`config.mk`:
```
export PLATFORM = sky130hd
export DESIGN_NAME = dice_roll_sequencer
export DESIGN_NICKNAME = d
export VERILOG_FILES = /design/src/rtl/dice_pkg.sv /design/src/rtl/tumble_timer.sv /design/src/rtl/dice_roll_sequencer.sv
export SDC_FILE = /design/constraint.sdc
export NUM_CORES = 1
export LEC_CHECK = 0
export CAP_MARGIN = 30
export CORE_MARGIN = 5
export CORE_UTILIZATION = 34
export DETAILED_ROUTE_END_ITERATION = 6
export GPL_ROUTABILITY_DRIVEN = 0
export GPL_TIMING_DRIVEN = 0
export PLACE_DENSITY = 0.55
export SLEW_MARGIN = 20
export SYNTH_ARGS = -nofsm -noshare
export SYNTH_HDL_FRONTEND = slang
export SYNTH_HIERARCHICAL = 1
export SYNTH_SLANG_ARGS = --single-unit
```
`constraint.sdc`:
```
create_clock -name clk_i -period 3.9 [get_ports clk_i]
set_clock_uncertainty 0.2 [all_clocks]
set_input_delay 0.78 -clock clk_i [delete_from_list [all_inputs] [get_ports clk_i]]
set_output_delay 0.78 -clock clk_i [all_outputs]
set_load 0.02 [all_outputs]
```
`src/rtl/dice_pkg.sv`:
```
// dice_pkg: shared dice constants, per-die maximum face values and FSM encoding.
package dice_pkg;
  localparam int NUM_DICE = 7;
  // Ordered to match the datapath's die chain (index 0 is the d20).
  localparam logic [31:0] DIE_MAX_TABLE [NUM_DICE] = '{32'd20, 32'd12, 32'd10, 32'd10, 32'd8, 32'd6, 32'd4};
  typedef enum logic [1:0] {S_IDLE, S_TUMBLE, S_FIRE, S_CAPTURE} state_e;
  typedef logic [2:0] die_idx_t;
  function automatic logic [31:0] die_max(input die_idx_t i);
    return (32'(i) < NUM_DICE) ? DIE_MAX_TABLE[i] : 32'd0;
  endfunction
endpackage

```
`src/rtl/tumble_timer.sv`:
```
// tumble_timer: loadable down-counter; expire_o marks the last cycle of a tumble phase.
module tumble_timer #(
  parameter int unsigned CYCLES = 50_000_000
) (
  input  logic clk_i,
  input  logic rst_ni,
  input  logic load_i,
  input  logic en_i,
  output logic expire_o
);
  localparam int W = $clog2(CYCLES + 1);
  logic [W-1:0] cnt_q, cnt_d;
  always_comb cnt_d = load_i ? W'(CYCLES) : (en_i && cnt_q != '0) ? cnt_q - W'(1) : cnt_q;
  always_ff @(posedge clk_i or negedge rst_ni)
    if (!rst_ni) cnt_q <= '0;
    else cnt_q <= cnt_d;
  assign expire_o = cnt_q == W'(1);
endmodule

```
`src/rtl/dice_roll_sequencer.sv`:
```
// dice_roll_sequencer: sequences tumble, freeze and capture of one die or a sweep of all dice.
module dice_roll_sequencer #(
  parameter int unsigned TUMBLE_CYCLES = 50_000_000,
  parameter int DIE_WIDTH = 8,
  parameter int NUM_DICE  = 7,
  parameter int SUM_WIDTH = 10
) (
  input  logic                 clk_i,
  input  logic                 rst_ni,
  input  logic                 roll_i,
  input  logic                 roll_all_i,
  input  logic [2:0]           sel_i,
  input  logic [DIE_WIDTH-1:0] die_val_i,
  output logic                 get_num_o,
  output logic [2:0]           die_sel_o,
  output logic                 busy_o,
  output logic                 tumble_o,
  output logic                 done_o,
  output logic [DIE_WIDTH-1:0] result_o,
  output logic [SUM_WIDTH-1:0] total_o,
  output logic                 err_o
);
  import dice_pkg::*;
  state_e               state_q, state_d;
  die_idx_t             die_sel_q, die_sel_d;
  logic                 sweep_q, sweep_d, busy_q, busy_d, tumble_q, tumble_d;
  logic                 get_num_q, get_num_d, done_q, done_d, err_q, err_d;
  logic [DIE_WIDTH-1:0] result_q, result_d;
  logic [SUM_WIDTH-1:0] total_q, total_d;
  logic [SUM_WIDTH:0]   sum;
  logic                 load, expire, bad_val, last_die;

  tumble_timer #(.CYCLES(TUMBLE_CYCLES)) u_timer (
    .clk_i    (clk_i),
    .rst_ni   (rst_ni),
    .load_i   (load),
    .en_i     (state_q == S_TUMBLE),
    .expire_o (expire)
  );

  // One spare bit catches the carry so the total saturates instead of wrapping.
  assign sum      = {1'b0, total_q} + (SUM_WIDTH + 1)'(die_val_i);
  assign bad_val  = die_val_i == '0 || 32'(die_val_i) > die_max(die_sel_q);
  assign last_die = 32'(die_sel_q) == NUM_DICE - 1;

  always_comb begin
    state_d   = state_q;
    die_sel_d = die_sel_q;
    sweep_d   = sweep_q;
    busy_d    = busy_q;
    tumble_d  = tumble_q;
    get_num_d = 1'b0;
    done_d    = 1'b0;
    err_d     = err_q;
    result_d  = result_q;
    total_d   = total_q;
    load      = 1'b0;
    case (state_q)
      S_IDLE:
        if (roll_i) begin
          if (!roll_all_i && 32'(sel_i) >= NUM_DICE) begin
            err_d = 1'b1;
          end else begin
            err_d     = 1'b0;
            total_d   = '0;
            sweep_d   = roll_all_i;
            die_sel_d = roll_all_i ? '0 : sel_i;
            load      = 1'b1;
            busy_d    = 1'b1;
            tumble_d  = 1'b1;
            state_d   = S_TUMBLE;
          end
        end
      S_TUMBLE:
        if (expire) begin
          tumble_d  = 1'b0;
          get_num_d = 1'b1;
          state_d   = S_FIRE;
        end
      S_FIRE: state_d = S_CAPTURE;
      S_CAPTURE: begin
        result_d = die_val_i;
        total_d  = sum[SUM_WIDTH] ? '1 : sum[SUM_WIDTH-1:0];
        err_d    = err_q | bad_val;
        if (!sweep_q || last_die) begin
          done_d  = 1'b1;
          busy_d  = 1'b0;
          state_d = S_IDLE;
        end else begin
          die_sel_d = die_sel_q + 3'd1;
          load      = 1'b1;
          tumble_d  = 1'b1;
          state_d   = S_TUMBLE;
        end
      end
      default: state_d = S_IDLE;
    endcase
  end

  always_ff @(posedge clk_i or negedge rst_ni)
    if (!rst_ni) begin
      state_q   <= S_IDLE;
      die_sel_q <= '0;
      sweep_q   <= 1'b0;
      busy_q    <= 1'b0;
      tumble_q  <= 1'b0;
      get_num_q <= 1'b0;
      done_q    <= 1'b0;
      err_q     <= 1'b0;
      result_q  <= '0;
      total_q   <= '0;
    end else begin
      state_q   <= state_d;
      die_sel_q <= die_sel_d;
      sweep_q   <= sweep_d;
      busy_q    <= busy_d;
      tumble_q  <= tumble_d;
      get_num_q <= get_num_d;
      done_q    <= done_d;
      err_q     <= err_d;
      result_q  <= result_d;
      total_q   <= total_d;
    end

  assign get_num_o = get_num_q;
  assign die_sel_o = die_sel_q;
  assign busy_o    = busy_q;
  assign tumble_o  = tumble_q;
  assign done_o    = done_q;
  assign result_o  = result_q;
  assign total_o   = total_q;
  assign err_o     = err_q;
endmodule
```
==> flow_summary.toml, run 1 <==
[detailed_routing]
vias = 2904
wl_um = 8468
dr.pass1.iters = 4
viasPerCell = 5.319
drt_iter0_drc = 160
ant_nets = 0
post_drt_wl_per_cell_um = 15.51
drc_errors = 0

[yosys]
synthDistinctLibCells = 61
synth_area_um2 = 3463
synth_ff_type = "dfrtp_1"
synth_top_area_frac = 0.3974
synth_warnings = 6
avgSynthCellArea_um2 = 9.515
ys_top_cells_by_area = "dfrtp_1 40%, ha_1 8.3%, o21ai_0 3.6%, or3_1 3.4%, a21oi_1 3.3%"
postSynthCellCount = 364
syn_nets = 403
ys_ff_latch = 55
ys_seq_area_frac = 0.3974
async_flop_share = 1.000
synth_top_area_cell = "dfrtp_1"
synth_edf_count = 0

[timing]
slew_viol_final = 0
setup_violations = 0
finalSetupTns_ns = 0
fin_crit_sh = 0.8588
max_freq_mhz = 298.6
rsz0062_at_grt = "false"
whs_ns = 0.1072
finalHoldViolCount = 0
period_needed_ns = 3.349
maxSlewHeadroom = 0.5299
tightest_slew_ns = 0.6987

[cts]
cts_resized = 0
htree_levels = 2
cts-root-buf = "clkbuf_8"
postCtsSetupBuffers = 0
clk_path_buf_depth = 2
clk-insertion-delay-late_ns = 0.32
cts_sinks = 55
ctsHoldBuffers = 0
clk_pin_slew_ns = 0.10
numCtsBuffers = 5
tritoncts = "yes"

[cells_and_area]
register_area_um2 = 1376
drive_gt1_frac = 0.1041
antenna_cells = 0
syn2layout_area_growth_pct = 20.34
multiInputGateArea_um2 = 1958
num-nets-final = 451
fillCellCount = 945

[power_and_ir_drop]
fin_total_pwr_uw = 3094
irDropWorstVdd_uv = 226.7
powerDensity_nw_per_um2 = 742.4
p_leak_uw = 0.001670

[worst_setup_path]
start_kind = "flop"
cp_max_fo = 10
slowest_delay_ns = 0.72
cp_common_cell = "nor4_1"
arrival_ns = 3.35
critPathCaptureType = "flop"
path_cells = "nor4_1 > nand3_1 > nor4_1 > clkbuf_1 > nor4_1 > or3_1"
cp.required_ns = 3.90
cp_slowest_cell = "nor4_1"
reg2reg_slack_ns = 0.55
critPathKind = "flop to flop"

[die]
io_pins = 41
num_rows = 36
start_util = 0.3511
die_x_um = 110.9
core_um2 = 9864
fp.dieArea_um2 = 12300
die_h_um = 110.9

[hold_path]
hold_class = "input port to async pin"

[global_route]
antenna_found_initial = 0
grt_first_pass_wirelength_um = 14290
grt_use_total = 0.1399
grt_use_met2 = 0.2294
grtUsageMet3 = 0.02838
top_usage_layer = "met2"
grt_pass1_vias = 2774
use_met1 = 0.1903
grt_start_max_net_pins = 44
grt_remaining_overflow = 0

[outcome]
outcome = "finished clean"

[flow_run]
max-cap-violations = 0

[place]
io_buffers = 40
post-dp-hpwl_um = 6225
==> per-layer routing <==
layer	vias to the layer above	wire, um
li1	1442	-
met4	0	84
met1	1400	4128
met2	56	3941
met3	6	313
met5	-	0
==> worst max-delay path: cells and delay by family (launching register included) <==
family	cells	cell delay, ns
DFF	1	0.45
and+or+nand+nor	5	2.07
buffers and inverters	1	0.51
==> stage by stage <==
step           instances  cell area (um2)  worst slack, ns    util
6_report             546             4168           0.5508  0.4225
5_1_grt              546             4168           0.3271  0.4225
2_1_floorplan        364             3463           0.9411       -
3_5_place_dp         538             4055           0.3126  0.4111
3_3_place_gp         537             4030         -0.05392  0.4085
4_1_cts              546             4168           0.5302  0.4225
==> area by class of cell <==
cell class,instances,share of cell area
clock buffers,5,0.01651
inverters,14,0.01261
flip-flops and latches,55,0.3302
well taps,133,0.03993
clock inverters,3,0.01051
repair buffers,41,0.1021
plain buffers,15,0.01831
multi-input cells,280,0.4698
==> registers in the layout (all words and copies together), names as in the netlist <==
register	flops
tumble_o	1
err_o	1
result_o	8
total_o	10
sweep_q	1
get_num_o	1
state_q	2
die_sel_o	3
done_o	1
busy_o	1
u_timer/cnt_q	26
==> Yosys cell counts, types with 3 or more instances <==
cell / n
a31oi_1: 3
inv_1: 14
o21a_1: 8
nand4_1: 5
nor4_1: 14
a21o_1: 5
o21ai_0: 25
or3b_2: 3
a21oi_1: 23
or4_1: 4
buf_2: 4
nand2_1: 28
or2_2: 4
nand3_1: 4
mux2i_1: 4
xnor2_1: 7
a32oi_1: 3
ha_1: 23
nor3_1: 9
nand2b_1: 3
o31a_1: 5
dfrtp_1: 55
clkbuf_1: 8
nor2_1: 23
nor2b_1: 8
and3_1: 3
mux2_2: 9
or3_1: 19
==> path summary, 6_finish.rpt <==
path                                    from                 to  cells after the start
max                        u_timer/cnt_q[10]  u_timer/cnt_q[17]                      6
min                                   rst_ni        result_o[7]                      1
max reg2reg                u_timer/cnt_q[10]  u_timer/cnt_q[17]                      6
min reg2reg                      result_o[3]        result_o[3]                      1
max in group asynchronous             rst_ni           tumble_o                      2
min in group clk_i               result_o[3]        result_o[3]                      1
==> cells in the final DEF, fill, tap and decap left out, types with 3 or more instances in the layout <==
cell type        instances
or2_2                    4
nor2b_1                  8
a21oi_1                 23
inv_1                   14
or3_1                   19
nor2_1                  23
nand3_1                  4
a32oi_1                  3
mux2i_1                  4
mux2_2                   9
or3b_2                   3
nand4_1                  5
dfrtp_1                 55
o21ai_0                 25
nor3_1                   9
buf_2                    4
a21o_1                   5
xnor2_1                  7
ha_1                    23
clkdlybuf4s50_1         39
clkbuf_8                 5
o21a_1                   8
and3_1                   3
a31oi_1                  3
o31a_1                   5
nor4_1                  14
clkbuf_1                 8
nand2_1                 28
or4_1                    4
nand2b_1                 3
==> cell families after synthesis <==
group	after synthesis	synth area share
compound gates	95	0.1850
xor+xnor	9	0.02276
fa+ha+maj	24	0.08887
buf+inv	29	0.03721
flops	55	0.3974
mux	13	0.04082
simple gates	139	0.2280
==> power by group <==
part / switching (uW) / total (uW) / internal, uW
clock: 197 / 389 / 192
sequential: 213 / 1010 / 801
combinational: 904 / 1690 / 787
total: 1310 / 3090 / 1780
(Power assumes the default switching activity.)
==> run 2, diff against run 1 <==
--- a/config.mk
+++ b/config.mk
@@ -7,11 +7,11 @@
 export LEC_CHECK = 0
 export CAP_MARGIN = 30
 export CORE_MARGIN = 5
-export CORE_UTILIZATION = 34
+export CORE_UTILIZATION = 56
 export DETAILED_ROUTE_END_ITERATION = 6
 export GPL_ROUTABILITY_DRIVEN = 0
 export GPL_TIMING_DRIVEN = 0
-export PLACE_DENSITY = 0.55
+export PLACE_DENSITY = 0.82
 export SLEW_MARGIN = 20
 export SYNTH_ARGS = -nofsm -noshare
 export SYNTH_HDL_FRONTEND = slang
==> flow_summary.toml, run 2 (synthesis results as in run 1) <==
[outcome]
outcome = "finished clean"

[cts]
tritoncts = "yes"
clk_pin_slew_ns = 0.10
clk_path_buf_depth = 2
htree_levels = 2
postCtsSetupBuffers = 0
clk-insertion-delay-late_ns = 0.31
cts_sinks = 55
cts_resized = 0
ctsHoldBuffers = 0
numCtsBuffers = 5
cts-root-buf = "clkbuf_8"

[cells_and_area]
syn2layout_area_growth_pct = 18.03
num-nets-final = 450
final_cells = 487
largest_register = "u_timer/cnt_q"
largest_reg_flops = 26
final_cell_area_um2 = 4088
final_common_cell = "dfrtp_1"
antenna_cells = 0
register_area_um2 = 1376
final_cell_mix = "55 x dfrtp_1, 39 x clkdlybuf4s50_1, 28 x nand2_1"
drive_gt1_frac = 0.09951
fillCellCount = 474
multiInputGateArea_um2 = 1958

[global_route]
grt_use_total = 0.2222
grt_remaining_overflow = 0
grt_first_pass_wirelength_um = 14010
grt_start_max_net_pins = 56
antenna_found_initial = 0
grt_pass1_vias = 2997

[detailed_routing]
drc_errors = 0
drt_iter0_drc = 180
vias = 2952
post_drt_wl_per_cell_um = 16.39
ant_nets = 0
dr.pass1.iters = 5
wl_um = 7983
viasPerCell = 6.062

[die]
io_pins = 41
die_x_um = 88.64
die_h_um = 88.64
start_util = 0.5815
fp.dieArea_um2 = 7857
num_rows = 28
core_um2 = 5956

[worst_setup_path]
start_kind = "flop"
cp.required_ns = 3.89
critPathKind = "flop to flop"
crit_family = "simple AND/OR/NAND/NOR gates"
cp_common_cell = "nor4_1"
critPathCaptureType = "flop"
path_buf_inv = 1
slowest_delay_ns = 0.68
cp_max_fo = 10
path_cells = "nor4_1 > nand3_1 > nor4_1 > clkbuf_1 > nor4_1 > or3_1"
arrival_ns = 3.32
cp_slowest_cell = "nor4_1"

[power_and_ir_drop]
powerDensity_nw_per_um2 = 772.0
irDropWorstVdd_uv = 466.8
p_leak_uw = 0.001664

[place]
post-dp-hpwl_um = 5785
io_buffers = 40
dp_worst_setup_slack_ns = 0.4038
placed_area_um2 = 3955
dp.cells = 479

[timing]
setup_ws_ns = 0.5632
max_freq_mhz = 299.7
fin_crit_sh = 0.8556
period_needed_ns = 3.337
finalHoldViolCount = 0
rsz0062_at_grt = "false"
slew_viol_final = 0
tightest_slew_ns = 0.6973
finalSetupTns_ns = 0
setup_violations = 0
maxSlewHeadroom = 0.5352

[flow_run]
max-cap-violations = 0

[hold_path]
hold_class = "input port to async pin"
==> run 2: worst register-to-register path: stages (launching register included) <==
cell and delay [ns]:
dfrtp_1 0.42, nor4_1 0.59, nand3_1 0.42, nor4_1 0.68, clkbuf_1 0.47, nor4_1 0.08
or3_1 0.35
==> run 2: path summary, 6_finish.rpt <==
check / start / endpoint / slack [ns] / cells after the start
max: u_timer/cnt_q[12] / u_timer/cnt_q[7] / 0.56 / 6
min: rst_ni / total_o[3] / 0.31 / 1
max reg2reg: u_timer/cnt_q[12] / u_timer/cnt_q[7] / 0.56 / 6
min reg2reg: result_o[7] / result_o[7] / 0.32 / 1
max in group asynchronous: rst_ni / u_timer/cnt_q[1] / 2.72 / 1
min in group clk_i: result_o[7] / result_o[7] / 0.32 / 1
==> run 2: layout make-up <==
| type | count | area share |
|---|---|---|
| multi-input cells | 280 | 0.4790 |
| flip-flops and latches | 55 | 0.3367 |
| repair buffers | 40 | 0.09734 |
| well taps | 75 | 0.02296 |
| plain buffers | 15 | 0.01867 |
| clock buffers | 6 | 0.01775 |
| clock inverters | 2 | 0.01469 |
| inverters | 14 | 0.01286 |
==> run 2: layer usage <==
metal / vias up / GRT usage / wire [um]
li1: 1440 / - / -
met1: 1429 / 0.2809 / 3430
met2: 75 / 0.3941 / 4062
met3: 8 / 0.03631 / 435
met4: 0 / 0.05632 / 55
met5: - / 0 / 0
==> run 2: through the flow <==
stage / utilization / hold WS, ns / power [uW]
global route: 0.6863 / 0.3374 / 3419
global placement: 0.6645 / 0.2893 / 2641
finish: 0.6863 / 0.3074 / 3156
floorplan: - / 0.2828 / 2165
CTS: 0.6863 / 0.3200 / 3168
detailed placement: 0.6641 / 0.2961 / 2715
==> run 2: report_power, final <==
part	leakage, uW	switching [uW]	total (uW)	internal [uW]
clock network	0.0000654	185	442	257
logic	0.000947	918	1700	784
registers	0.000652	210	1010	802
==> run 3, diff against run 2 <==
--- a/config.mk
+++ b/config.mk
@@ -7,11 +7,12 @@
 export LEC_CHECK = 0
 export CAP_MARGIN = 30
 export CORE_MARGIN = 5
-export CORE_UTILIZATION = 56
+export CORE_UTILIZATION = 50
+export CTS_BUF_LIST = sky130_fd_sc_hd__clkbuf_16
 export DETAILED_ROUTE_END_ITERATION = 6
 export GPL_ROUTABILITY_DRIVEN = 0
 export GPL_TIMING_DRIVEN = 0
-export PLACE_DENSITY = 0.82
+export PLACE_DENSITY = 0.75
 export SLEW_MARGIN = 20
 export SYNTH_ARGS = -nofsm -noshare
 export SYNTH_HDL_FRONTEND = slang
==> flow_summary.toml, run 3 (synthesis results as in run 1) <==
[outcome]
outcome = "finished clean"

[worst_setup_path]
arrival_ns = 3.28
reg2reg_to = "u_timer/cnt_q[17]"
critPathKind = "flop to flop"
cp_max_fo = 10
ff2ff_path_depth = 6
cp-startpoint = "u_timer/cnt_q[10]"
slowest_delay_ns = 0.70
worstSetupEndpoint = "u_timer/cnt_q[17]"
start_kind = "flop"
cp_slowest_cell = "nor4_1"
r2r-start = "u_timer/cnt_q[10]"
path_cells = "nor4_1 > nand3_1 > nor4_1 > clkbuf_1 > nor4_1 > or3_1"
critPathCaptureType = "flop"
cp.required_ns = 3.86
reg2reg_slack_ns = 0.58
cp_common_cell = "nor4_1"

[global_route]
grt_start_max_net_pins = 56
grt_use_total = 0.1953
grt_remaining_overflow = 0
grt_first_pass_wirelength_um = 13970
grt_pass1_vias = 2940
antenna_found_initial = 0

[detailed_routing]
vias = 2964
post_drt_wl_per_cell_um = 16.25
viasPerCell = 6.024
drt_iter0_drc = 207
dr.pass1.iters = 4
wl_um = 7996
ant_nets = 0
drc_errors = 0

[cts]
clk_pin_slew_ns = 0.07
cts-root-buf = "clkbuf_16"
clk-insertion-delay-late_ns = 0.29
postCtsSetupBuffers = 0
cts_sinks = 55
clk_path_buf_depth = 2
cts_resized = 0
tritoncts = "yes"
numCtsBuffers = 5
htree_levels = 2
ctsHoldBuffers = 0

[cells_and_area]
syn2layout_area_growth_pct = 19.11
multiInputGateArea_um2 = 1958
final_cell_mix = "55 x dfrtp_1, 39 x clkdlybuf4s50_1, 28 x nand2_1"
antenna_cells = 0
num-nets-final = 450
final_common_cell = "dfrtp_1"
register_area_um2 = 1376
largest_reg_flops = 26
drive_gt1_frac = 0.09951
final_core_util = 0.6106
largest_register = "u_timer/cnt_q"
final_cell_area_um2 = 4125
fillCellCount = 581

[die]
fp.dieArea_um2 = 8691
start_util = 0.5126
die_h_um = 93.23
die_x_um = 93.23
io_pins = 41
core_um2 = 6756
num_rows = 30

[flow_run]
max-cap-violations = 0

[place]
placed_area_um2 = 3961
io_buffers = 40
post-dp-hpwl_um = 5825
dp_worst_setup_slack_ns = 0.3876

[timing]
finalSetupTns_ns = 0
setup_violations = 0
tightest_slew_ns = 0.6955
finalHoldViolCount = 0
rsz0062_at_grt = "false"
fin_crit_sh = 0.8507
maxSlewHeadroom = 0.5355
max_freq_mhz = 301.4
slew_viol_final = 0
period_needed_ns = 3.318
setup_ws_ns = 0.5822

[hold_path]
hold_class = "flop to flop"

[power_and_ir_drop]
powerDensity_nw_per_um2 = 778.4
p_leak_uw = 0.001680
irDropWorstVdd_uv = 250.5
## run 3: changes by cell type in the layout (fill, tap and decap cells not counted)
cell	change
clkinv_1	+1
clkbuf_8	-5
clkbuf_1	-1
bufinv_16	-1
clkinv_2	+1
clkbuf_16	+5
## run 3: cell type report
| type | instances | share of cell area |
|---|---|---|
| multi-input combinational | 280 | 0.4747 |
| inverter | 14 | 0.01274 |
| clock buffer | 5 | 0.03033 |
| timing repair buffer | 40 | 0.09645 |
| buffer | 15 | 0.01850 |
| sequential | 55 | 0.3336 |
| clock inverter | 3 | 0.009402 |
| tap | 80 | 0.02426 |
## run 3: metrics by stage
stage | power, uW | std cells | hold WS (ns)
4_1_cts | 3228 | 492 | 0.3113
3_5_place_dp | 2713 | 484 | 0.2953
6_report | 3211 | 492 | 0.3062
5_1_grt | 3453 | 492 | 0.3294
3_3_place_gp | 2653 | 484 | 0.2896
2_1_floorplan | 2165 | 364 | 0.2828
## run 3: per-layer routing
layer	global-route usage	vias to the layer above	share of wire
li1	-	1444	-
met1	0.2658	1443	0.48
met2	0.3252	71	0.48
met3	0.03218	6	0.035
met4	0.04518	0	0.0076
met5	0	-	0
## run 3: critical path, delay by kind of cell, from the launching register on
family                 cells  cell delay, ns
buffers and inverters      1            0.47
DFF                        1            0.45
and+or+nand+nor            5            2.08
## run 3: worst min path at each step
stage,slack [ns],cells past startpoint,to,startpoint
2_1_floorplan,0.28,0,busy_o,rst_ni
4_1_cts,0.31,1,result_o[2],result_o[2]
5_1_grt,0.33,1,result_o[2],result_o[2]
6_report,0.31,1,result_o[1],result_o[1]
3_5_place_dp,0.30,1,result_o[2],result_o[2]
3_3_place_gp,0.29,1,result_o[4],result_o[4]
## run 3: where the power goes
group | internal [uW] | total [uW] | switching, uW
logic | 783 | 1700 | 914
clock network | 300 | 498 | 198
registers | 803 | 1020 | 213
